### src/rtl/uart_rx_param_if.sv
// Word-side interface of the parametrised UART receiver.
// master: receiver side (drives rx_data/rx_valid/flags, samples rx_ready).
// slave : consumer side (samples word and flags, drives rx_ready).
//   rx_data    DATA_W  received word, stable while rx_valid=1
//   rx_valid   1       word available
//   rx_ready   1       consumer accepts word when rx_valid & rx_ready
//   frame_err  1       stop-bit error for the presented word
//   parity_err 1       parity error for the presented word
//   break_det  1       break flag for the presented word
interface uart_rx_param_if #(
  parameter int unsigned DATA_W = 8
);
  logic [DATA_W-1:0] rx_data;
  logic              rx_valid;
  logic              rx_ready;
  logic              frame_err;
  logic              parity_err;
  logic              break_det;

  modport master (
    output rx_data, rx_valid, frame_err, parity_err, break_det,
    input  rx_ready
  );

  modport slave (
    input  rx_data, rx_valid, frame_err, parity_err, break_det,
    output rx_ready
  );
endinterface

### src/rtl/uart_rx_param.sv
// Parametrised UART receiver: 2-FF synchronised rxd, mid-bit sampling with
// false-start rejection, configurable data width / parity / stop bits, and a
// single-word holding register with valid/ready handshake and overrun pulse.
// Optional feature: define UART_RX_BREAK_EN to flag all-zero frames on break_det.
// Ports:
//   clk      system clock
//   rst      synchronous active-high reset
//   en       receiver enable, gates new frame starts only
//   rxd      asynchronous serial input, idle high
//   rx_if    word interface (master modport)
//   overrun  one-cycle pulse, completed frame dropped (holding register full)
//   busy     high whenever the frame FSM is outside IDLE
module uart_rx_param #(
  parameter int unsigned CLKS_PER_BIT = 12,
  parameter int unsigned DATA_W       = 8,
  parameter int unsigned PARITY       = 0,
  parameter int unsigned STOP_BITS    = 1
) (
  input  logic            clk,
  input  logic            rst,
  input  logic            en,
  input  logic            rxd,
  uart_rx_param_if.master rx_if,
  output logic            overrun,
  output logic            busy
);

  localparam int unsigned HALF  = CLKS_PER_BIT / 2;
  localparam int unsigned CNT_W = $clog2(CLKS_PER_BIT);
  localparam int unsigned BIT_W = $clog2(DATA_W);
  localparam logic        PAR_ODD = (PARITY == 1);

  typedef enum logic [2:0] {
    S_IDLE,
    S_START,
    S_DATA,
    S_PARITY,
    S_STOP
  } state_t;

  logic [1:0]        r_sync;
  logic              w_rs;
  state_t            r_state,  w_state_nx;
  logic              r_armed,  w_armed_nx;
  logic [CNT_W-1:0]  r_cnt,    w_cnt_nx;
  logic [BIT_W-1:0]  r_bit,    w_bit_nx;
  logic              r_stop,   w_stop_nx;
  logic [DATA_W-1:0] r_shift,  w_shift_nx;
  logic              r_par,    w_par_nx;
  logic              r_ferr,   w_ferr_nx;
  logic              r_zero,   w_zero_nx;
  logic              w_done;
  logic              w_perr;
  logic              w_brk;

  logic [DATA_W-1:0] r_data;
  logic              r_valid;
  logic              r_frame_err;
  logic              r_parity_err;
  logic              r_break_det;

  assign w_rs = r_sync[1];

  // Parity check on the completed frame; odd parity expects a total XOR of 1.
  assign w_perr = (PARITY != 0) && (((^r_shift) ^ r_par) != PAR_ODD);

  // Frame FSM: next state, bit-timing counters and shift datapath.
  always_comb begin
    w_state_nx = r_state;
    w_armed_nx = r_armed;
    w_cnt_nx   = r_cnt + CNT_W'(1);
    w_bit_nx   = r_bit;
    w_stop_nx  = r_stop;
    w_shift_nx = r_shift;
    w_par_nx   = r_par;
    w_ferr_nx  = r_ferr;
    w_zero_nx  = r_zero;
    w_done     = 1'b0;
    unique case (r_state)
      S_IDLE: begin
        w_cnt_nx   = '0;
        w_bit_nx   = '0;
        w_stop_nx  = 1'b0;
        w_ferr_nx  = 1'b0;
        w_zero_nx  = 1'b1;
        // Arming tracks rs, so a start needs a 1->0 edge seen while idle.
        w_armed_nx = w_rs;
        if (r_armed && !w_rs && en) begin
          w_state_nx = S_START;
          w_armed_nx = 1'b0;
        end
      end
      S_START: begin
        if (r_cnt == CNT_W'(HALF - 1)) begin
          w_cnt_nx = '0;
          if (w_rs) begin
            w_state_nx = S_IDLE;
            w_armed_nx = 1'b1;
          end else begin
            w_state_nx = S_DATA;
          end
        end
      end
      S_DATA: begin
        if (r_cnt == CNT_W'(CLKS_PER_BIT - 1)) begin
          w_cnt_nx   = '0;
          w_shift_nx = {w_rs, r_shift[DATA_W-1:1]};
          w_zero_nx  = r_zero & ~w_rs;
          w_bit_nx   = r_bit + BIT_W'(1);
          if (r_bit == BIT_W'(DATA_W - 1)) begin
            w_state_nx = (PARITY != 0) ? S_PARITY : S_STOP;
          end
        end
      end
      S_PARITY: begin
        if (r_cnt == CNT_W'(CLKS_PER_BIT - 1)) begin
          w_cnt_nx   = '0;
          w_par_nx   = w_rs;
          w_zero_nx  = r_zero & ~w_rs;
          w_state_nx = S_STOP;
        end
      end
      S_STOP: begin
        if (r_cnt == CNT_W'(CLKS_PER_BIT - 1)) begin
          w_cnt_nx  = '0;
          w_zero_nx = r_zero & ~w_rs;
          if (!w_rs) begin
            w_ferr_nx = 1'b1;
          end
          if (r_stop == 1'(STOP_BITS - 1)) begin
            // Return unarmed so a line stuck low cannot retrigger.
            w_done     = 1'b1;
            w_state_nx = S_IDLE;
            w_armed_nx = 1'b0;
          end else begin
            w_stop_nx = 1'b1;
          end
        end
      end
      default: begin
        w_state_nx = S_IDLE;
        w_armed_nx = 1'b0;
      end
    endcase
  end

`ifdef UART_RX_BREAK_EN
  assign w_brk = w_zero_nx;
`else
  assign w_brk = 1'b0;
`endif

  // State register, synchroniser and frame datapath.
  always_ff @(posedge clk) begin
    if (rst) begin
      r_sync  <= 2'b11;
      r_state <= S_IDLE;
      r_armed <= 1'b0;
      r_cnt   <= '0;
      r_bit   <= '0;
      r_stop  <= 1'b0;
      r_shift <= '0;
      r_par   <= 1'b0;
      r_ferr  <= 1'b0;
      r_zero  <= 1'b0;
      busy    <= 1'b0;
    end else begin
      r_sync  <= {r_sync[0], rxd};
      r_state <= w_state_nx;
      r_armed <= w_armed_nx;
      r_cnt   <= w_cnt_nx;
      r_bit   <= w_bit_nx;
      r_stop  <= w_stop_nx;
      r_shift <= w_shift_nx;
      r_par   <= w_par_nx;
      r_ferr  <= w_ferr_nx;
      r_zero  <= w_zero_nx;
      busy    <= (w_state_nx != S_IDLE);
    end
  end

  // Holding register: a completion loads if empty or being drained this cycle.
  always_ff @(posedge clk) begin
    if (rst) begin
      r_data       <= '0;
      r_valid      <= 1'b0;
      r_frame_err  <= 1'b0;
      r_parity_err <= 1'b0;
      r_break_det  <= 1'b0;
      overrun      <= 1'b0;
    end else begin
      overrun <= 1'b0;
      if (w_done) begin
        if (!r_valid || rx_if.rx_ready) begin
          r_data       <= w_shift_nx;
          r_valid      <= 1'b1;
          r_frame_err  <= w_ferr_nx;
          r_parity_err <= w_perr;
          r_break_det  <= w_brk;
        end else begin
          overrun <= 1'b1;
        end
      end else if (r_valid && rx_if.rx_ready) begin
        r_valid <= 1'b0;
      end
    end
  end

  assign rx_if.rx_data    = r_data;
  assign rx_if.rx_valid   = r_valid;
  assign rx_if.frame_err  = r_frame_err;
  assign rx_if.parity_err = r_parity_err;
  assign rx_if.break_det  = r_break_det;

endmodule

### src/flat_wrapper.sv
// flat-port wrapper written by rule: the top's interface ports become plain ports
module uart_rx_param_flat 
#(
  parameter int unsigned CLKS_PER_BIT = 12,
  parameter int unsigned DATA_W       = 8,
  parameter int unsigned PARITY       = 0,
  parameter int unsigned STOP_BITS    = 1
)
  (clk, rst, en, rxd, overrun, busy, rx_if_rx_data, rx_if_rx_valid, rx_if_frame_err, rx_if_parity_err, rx_if_break_det, rx_if_rx_ready);
  uart_rx_param_if #(.DATA_W(DATA_W)) rx_if_i ();
  input  logic clk;
  input  logic rst;
  input  logic en;
  input  logic rxd;
  output logic overrun;
  output logic busy;
  output wire logic [$bits(rx_if_i.rx_data)-1:0] rx_if_rx_data;
  output wire logic [$bits(rx_if_i.rx_valid)-1:0] rx_if_rx_valid;
  output wire logic [$bits(rx_if_i.frame_err)-1:0] rx_if_frame_err;
  output wire logic [$bits(rx_if_i.parity_err)-1:0] rx_if_parity_err;
  output wire logic [$bits(rx_if_i.break_det)-1:0] rx_if_break_det;
  input wire logic [$bits(rx_if_i.rx_ready)-1:0] rx_if_rx_ready;
  assign rx_if_rx_data = rx_if_i.rx_data;
  assign rx_if_rx_valid = rx_if_i.rx_valid;
  assign rx_if_frame_err = rx_if_i.frame_err;
  assign rx_if_parity_err = rx_if_i.parity_err;
  assign rx_if_break_det = rx_if_i.break_det;
  assign rx_if_i.rx_ready = rx_if_rx_ready;
  uart_rx_param #(.CLKS_PER_BIT(CLKS_PER_BIT), .DATA_W(DATA_W), .PARITY(PARITY), .STOP_BITS(STOP_BITS)) u_core (.clk(clk), .rst(rst), .en(en), .rxd(rxd), .rx_if(rx_if_i), .overrun(overrun), .busy(busy));
endmodule
### config.mk
export PLATFORM = sky130hd
export DESIGN_NAME = uart_rx_param_flat
export DESIGN_NICKNAME = d
export VERILOG_FILES = /design/src/rtl/uart_rx_param_if.sv /design/src/rtl/uart_rx_param.sv /design/src/flat_wrapper.sv
export SDC_FILE = /design/constraint.sdc
export NUM_CORES = 1
export LEC_CHECK = 0
export CORE_MARGIN = 2
export CORE_UTILIZATION = 53
export CTS_CLUSTER_SIZE = 25
export DETAILED_ROUTE_END_ITERATION = 10
export PLACE_DENSITY = 0.83
export SKIP_CTS_REPAIR_TIMING = 1
export SYNTH_ARGS = -nofsm -noshare
export SYNTH_HDL_FRONTEND = slang
export SYNTH_SLANG_ARGS = --single-unit
### constraint.sdc
create_clock -name clk -period 2.1 [get_ports clk]
set_input_delay 0.315 -clock clk [delete_from_list [all_inputs] [get_ports clk]]
set_output_delay 0.315 -clock clk [all_outputs]
set_load 0.01 [all_outputs]
Word-level counts from Yosys, hierarchy flattened
Index checks and enable logic that the tools add are counted. Widths: inputs -> output; s select.

Word-level logic and storage cells: 84. Flip-flop bits (word level): 35. Latch bits: 0. Memories kept: 0. Bits in writable memories: 0. ROM bits: 0. Input bits: 5. Output and inout port bits: 14.

Add/subtract/negate cells: 2. Mux-type cells: 35. Div/mod/pow operators: 0. Multipliers: 0. Reduce and logical (&&, ||, !) cells: 19. Equal/unequal tests: 13. Bitwise operators: 2. $lt $le $gt $ge: 0. Shift-type cells: 0.

Operators with widths (count): $mux 3 (8); $mux 1 (16); $mux 8 (2); $pmux 3 s5 (1); $pmux 4 s3 (1); $mux 4 (2); $ne 2x1->1 const B (4); $reduce_and 2->1 (4); $eq 3x2->1 const B (2); $eq 3x3->1 const B (2); $pmux 3 s2 (1); $reduce_bool 2->1 (3); $reduce_and 5->1 (1); $add 4x1->4 const B (1); $eq 4x3->1 const B (1); $eq 4x4->1 const B (1); $ne 2x2->1 const B (2); $pmux 1 s2 (2); $pmux 1 s4 (1); $reduce_or 2->1 (2); $add 3x1->3 const B (1); $eq 3x1->1 const B (1); $logic_and 1x1->1 (3); $logic_not 3->1 (1); 6 further kinds (8).

Depth between registers and ports, before layout
Depth after elaboration: 6. Depth in mapped cells: 7. Depth with buffers taken out: 6.

Worst setup path after synthesis
No wires, ideal clock.

Kind: register to register. Start point: reg u_core.r_cnt[0]. End point: reg u_core.r_data[0] (netlist: u_core.rx_if.rx_data[0]). Required time: 2.014 ns. Path buffers: 1. Setup time: 0.086 ns. Stages on the path, launching flop included: 7. Slack: 0.425 ns. Clock period less this slack: 1.675 ns. Data arrival time: 1.590 ns. Cells stage by stage: dfxtp_1 > ha_1 > nand3b_4 > or3_4 > buf_6 > mux2i_1 > a211oi_1.

Word-level cells in the longest chain between the ends: 4. Elaborated cells on any way between the ends: 6. Those cells by class: eq/ne (1); mux (4); reduce/logical (1).

RTL lines: start, declared (line uart_rx_param.sv:45) `logic [CNT_W-1:0] r_cnt, w_cnt_nx;`; start signal, assigned (line uart_rx_param.sv:171) `r_cnt <= w_cnt_nx;`; $eq 4x4->1 (*) (line uart_rx_param.sv:105, uart_rx_param.sv:124); $mux 1 (line uart_rx_param.sv:124) `if (r_cnt == CNT_W'(CLKS_PER_BIT - 1)) begin`; $mux 1 (line uart_rx_param.sv:79) `unique case (r_state)`; $reduce_and 2->1 (no source line); end signal, assigned (line uart_rx_param.sv:195) `r_data <= w_shift_nx;`; end, declared (line uart_rx_param.sv:56) `logic [DATA_W-1:0] r_data;`.

Mark *: on every way between the ends. The rest lies on a longest branch, timed or not. A chain may end at the register's enable or synchronous reset.

Final worst setup path
Start point: reg u_core.r_cnt[0]. End point: reg u_core.r_data[6] (netlist: u_core.rx_if.rx_data[6]).

The elaborated chain is that of the path after synthesis.

==> impl_metrics.toml <==
[worst_setup_path]
cp_top_family = "simple AND/OR/NAND/NOR gates"
worstRegToRegCells = 5
critPathLaunchType = "register"
path_depth = 5
reg2reg_slack_ns = 0.26
timing.rr.end = "u_core.rx_if.rx_data[6]"
cpPeakStageDelay_ns = 0.50
crit_path_cell_trace = "ha_1, nand3b_4, or3_4, mux2i_1, a211oi_1"
critPathKind = "register to register"
crit_arrival_ns = 2.10
r2r_start = "u_core.r_cnt[0]"
path_max_fanout = 11
crit_buf_inv = 0
cpMaxStageDelayCell = "or3_4"
required_ns = 2.36
crit_path_end_kind = "register"

[floorplanning]
rows = 18
die_y_um = 56.02
core_mm2 = 0.002522
die_w_um = 56.02
pin_count = 19
start_util = 0.5685
design.die.area_mm2 = 0.003138

[synth]
synthMuxAreaShare = 0.06370
synth_top_cell_by_area = "dfxtp_1"
synth-edff-count = 0
synth_warnings = 0
synth-xor-area-share = 0.01222
syn_avg_cell_area_um2 = 9.623
ys_ff_latch = 35
synth_async_sr_flop_share = 0
synth_compound_area_frac = 0.1195
yosys.area_share.simple = 0.2295
synth_cell_types = 38
syn-cell-area_mm2 = 0.001434
synth_top_area_frac = 0.4887
synth_ff_type = "dfxtp_1"
synthAdderAreaFrac = 0.03490
synth_area_leaders = "dfxtp_1 (49%), nor2_1 (6.0%), mux2i_1 (5.6%)"
synth_seq_area_share = 0.4887
syn_inst = 149
synth_top_family_by_area = "simple AND/OR/NAND/NOR gates"

[run_status]
status = "finished, final reports clean"

[finish]
fin_nets = 173
area.growth.synth_to_final_pct = 17.80
most-common-layout-cells = "dfxtp_1 (35), nor2_1 (23), clkdlybuf4s50_1 (16), a211oi_1 (10)"
instances_no_fill = 195
layout_commonest_cell = "dfxtp_1"
final_util = 0.6696
antenna_cells = 0
final_layout_size_suffix_gt1_frac = 0.09697

[routing]
drt_iter0_drc = 20
drc = 0
routedWlPerCell_um = 13.65
ant_nets = 0
vias = 1082
wl_um = 2662
drtPass1Iterations = 4
vias_per_cell = 5.549

[sta]
finalHoldViolCount = 0
fin_skew_ns = 0.005662
fin_setup_tns_ns = 0
rsz0062_at_grt = "false"
report.final.slew_viol_count = 0
fin_crit_sh = 0.8759
setup_viol = 0
fin_ws_ns = 0.2605
fmax_ghz = 0.5436
min_period_ns = 1.839

[power_and_ir_drop]
power_density_mw_per_mm2 = 772.5
total_power_mw = 1.305
p_leak_nw = 0.6860
ir_drop_mv = 0.8161

[global_route]
antenna_found_initial = 0
grt_usage = 0.1871
grt-ovfl-total = 0
grt_pass1_vias = 1098
grt_start_max_net_pins = 32
grt_pass1_wl_um = 4629

[place]
dp.final_hpwl_um = 1827
placed_cells = 187
place_congestion = 0.8209
place_ws_ns = 0.2972
io_buffers = 16

[clocking]
clock_sinks = 35
tritoncts = "built"
cts_buffers = 5
root_buffer = "clkbuf_4"
cts_buffer_depth = 2
path_clk_slew_ns = 0.10
clock_latency_ns = 0.35
htreeDepth = 2

[worst_hold_path]
hp-class = "register to register"
hp-start = "u_core.r_sync[0]"
hold_depth = 1
worstHoldEndpoint = "u_core.r_sync[1]"

[job]
drv_cap = 0
[sequential cells by signal (all words and copies together) (netlist names)]
signal / flops
u_core.r_shift: 8
u_core.rx_if.rx_data: 8
u_core.r_cnt: 4
u_core.r_bit: 3
u_core.r_state: 3
u_core.r_sync: 2
u_core.busy: 1
u_core.overrun: 1
u_core.r_armed: 1
u_core.r_ferr: 1
u_core.r_stop: 1
u_core.rx_if.frame_err: 1
u_core.rx_if.rx_valid: 1
[power breakdown]
part           internal [mW]  switching, mW  total, mW  leakage (nW)
Clock                  0.370          0.234      0.604        0.0514
Combinational         0.0136         0.0157     0.0294         0.352
Sequential             0.668        0.00395      0.672         0.283
[area by class of cell]
type | count | area [um^2]
clock inverter | 3 | 67.56
timing repair buffer | 18 | 175.2
sequential | 35 | 700.7
clock buffer | 5 | 37.54
inverter | 1 | 3.754
fill | 206 | 833.3
tap | 30 | 37.54
multi-input combinational | 103 | 666.9
[worst max path at each step]
stage,from,to,slack (ns)
finish,u_core.r_cnt[0],u_core.rx_if.rx_data[6],0.26
CTS,u_core.r_cnt[0],u_core.rx_if.rx_data[6],0.24
global placement,u_core.r_cnt[0],u_core.rx_if.rx_data[0],0.39
floorplan,u_core.r_cnt[0],u_core.rx_if.rx_data[0],0.42
global route,u_core.r_cnt[0],u_core.rx_if.rx_data[0],0.15
detailed placement,u_core.r_cnt[0],u_core.rx_if.rx_data[6],0.30
[synthesized netlist by cell type (3+ instances only)]
cell	number
nand2b_1	5
nor3_1	6
or3_1	3
nand3_1	7
a211oi_1	10
ha_1	4
mux2i_1	8
clkbuf_1	4
o21ai_0	5
nor2_1	23
a21oi_1	8
buf_4	4
dfxtp_1	35
[kinds of logic after synthesis]
logic type	count (synthesis)
flip-flops	35
XOR/XNOR	2
AO/OA/AOI/OAI	27
buffers and inverters	12
other	1
AND/OR/NAND/NOR	59
adder cells (fa/ha/maj)	4
multiplexers	9
[routing by layer]
metal  part of all wire  global-route usage  wire length (um)  up-vias
met5                  0                   0                 0        -
met4              0.014              0.1122                37        0
met3              0.040             0.05349               107        5
met2               0.48              0.3126              1285       17
met1               0.46              0.2092              1232      507
li1                   -                   -                 -      553
[worst reg2reg max path, stage by stage, from the launching register on]
cell and delay (ns):
dfxtp_1 0.40, ha_1 0.27, nand3b_4 0.16, or3_4 0.50, mux2i_1 0.17, a211oi_1 0.26
[stage by stage]
step / area, um^2 / hold WS, ns
floorplan: 1438 / 0.3895
global placement: 1584 / 0.3957
detailed placement: 1584 / 0.3981
CTS: 1689 / 0.4243
global route: 1689 / 0.4413
finish: 1689 / 0.4207
Note: power is estimated with default switching activity, not from simulation.
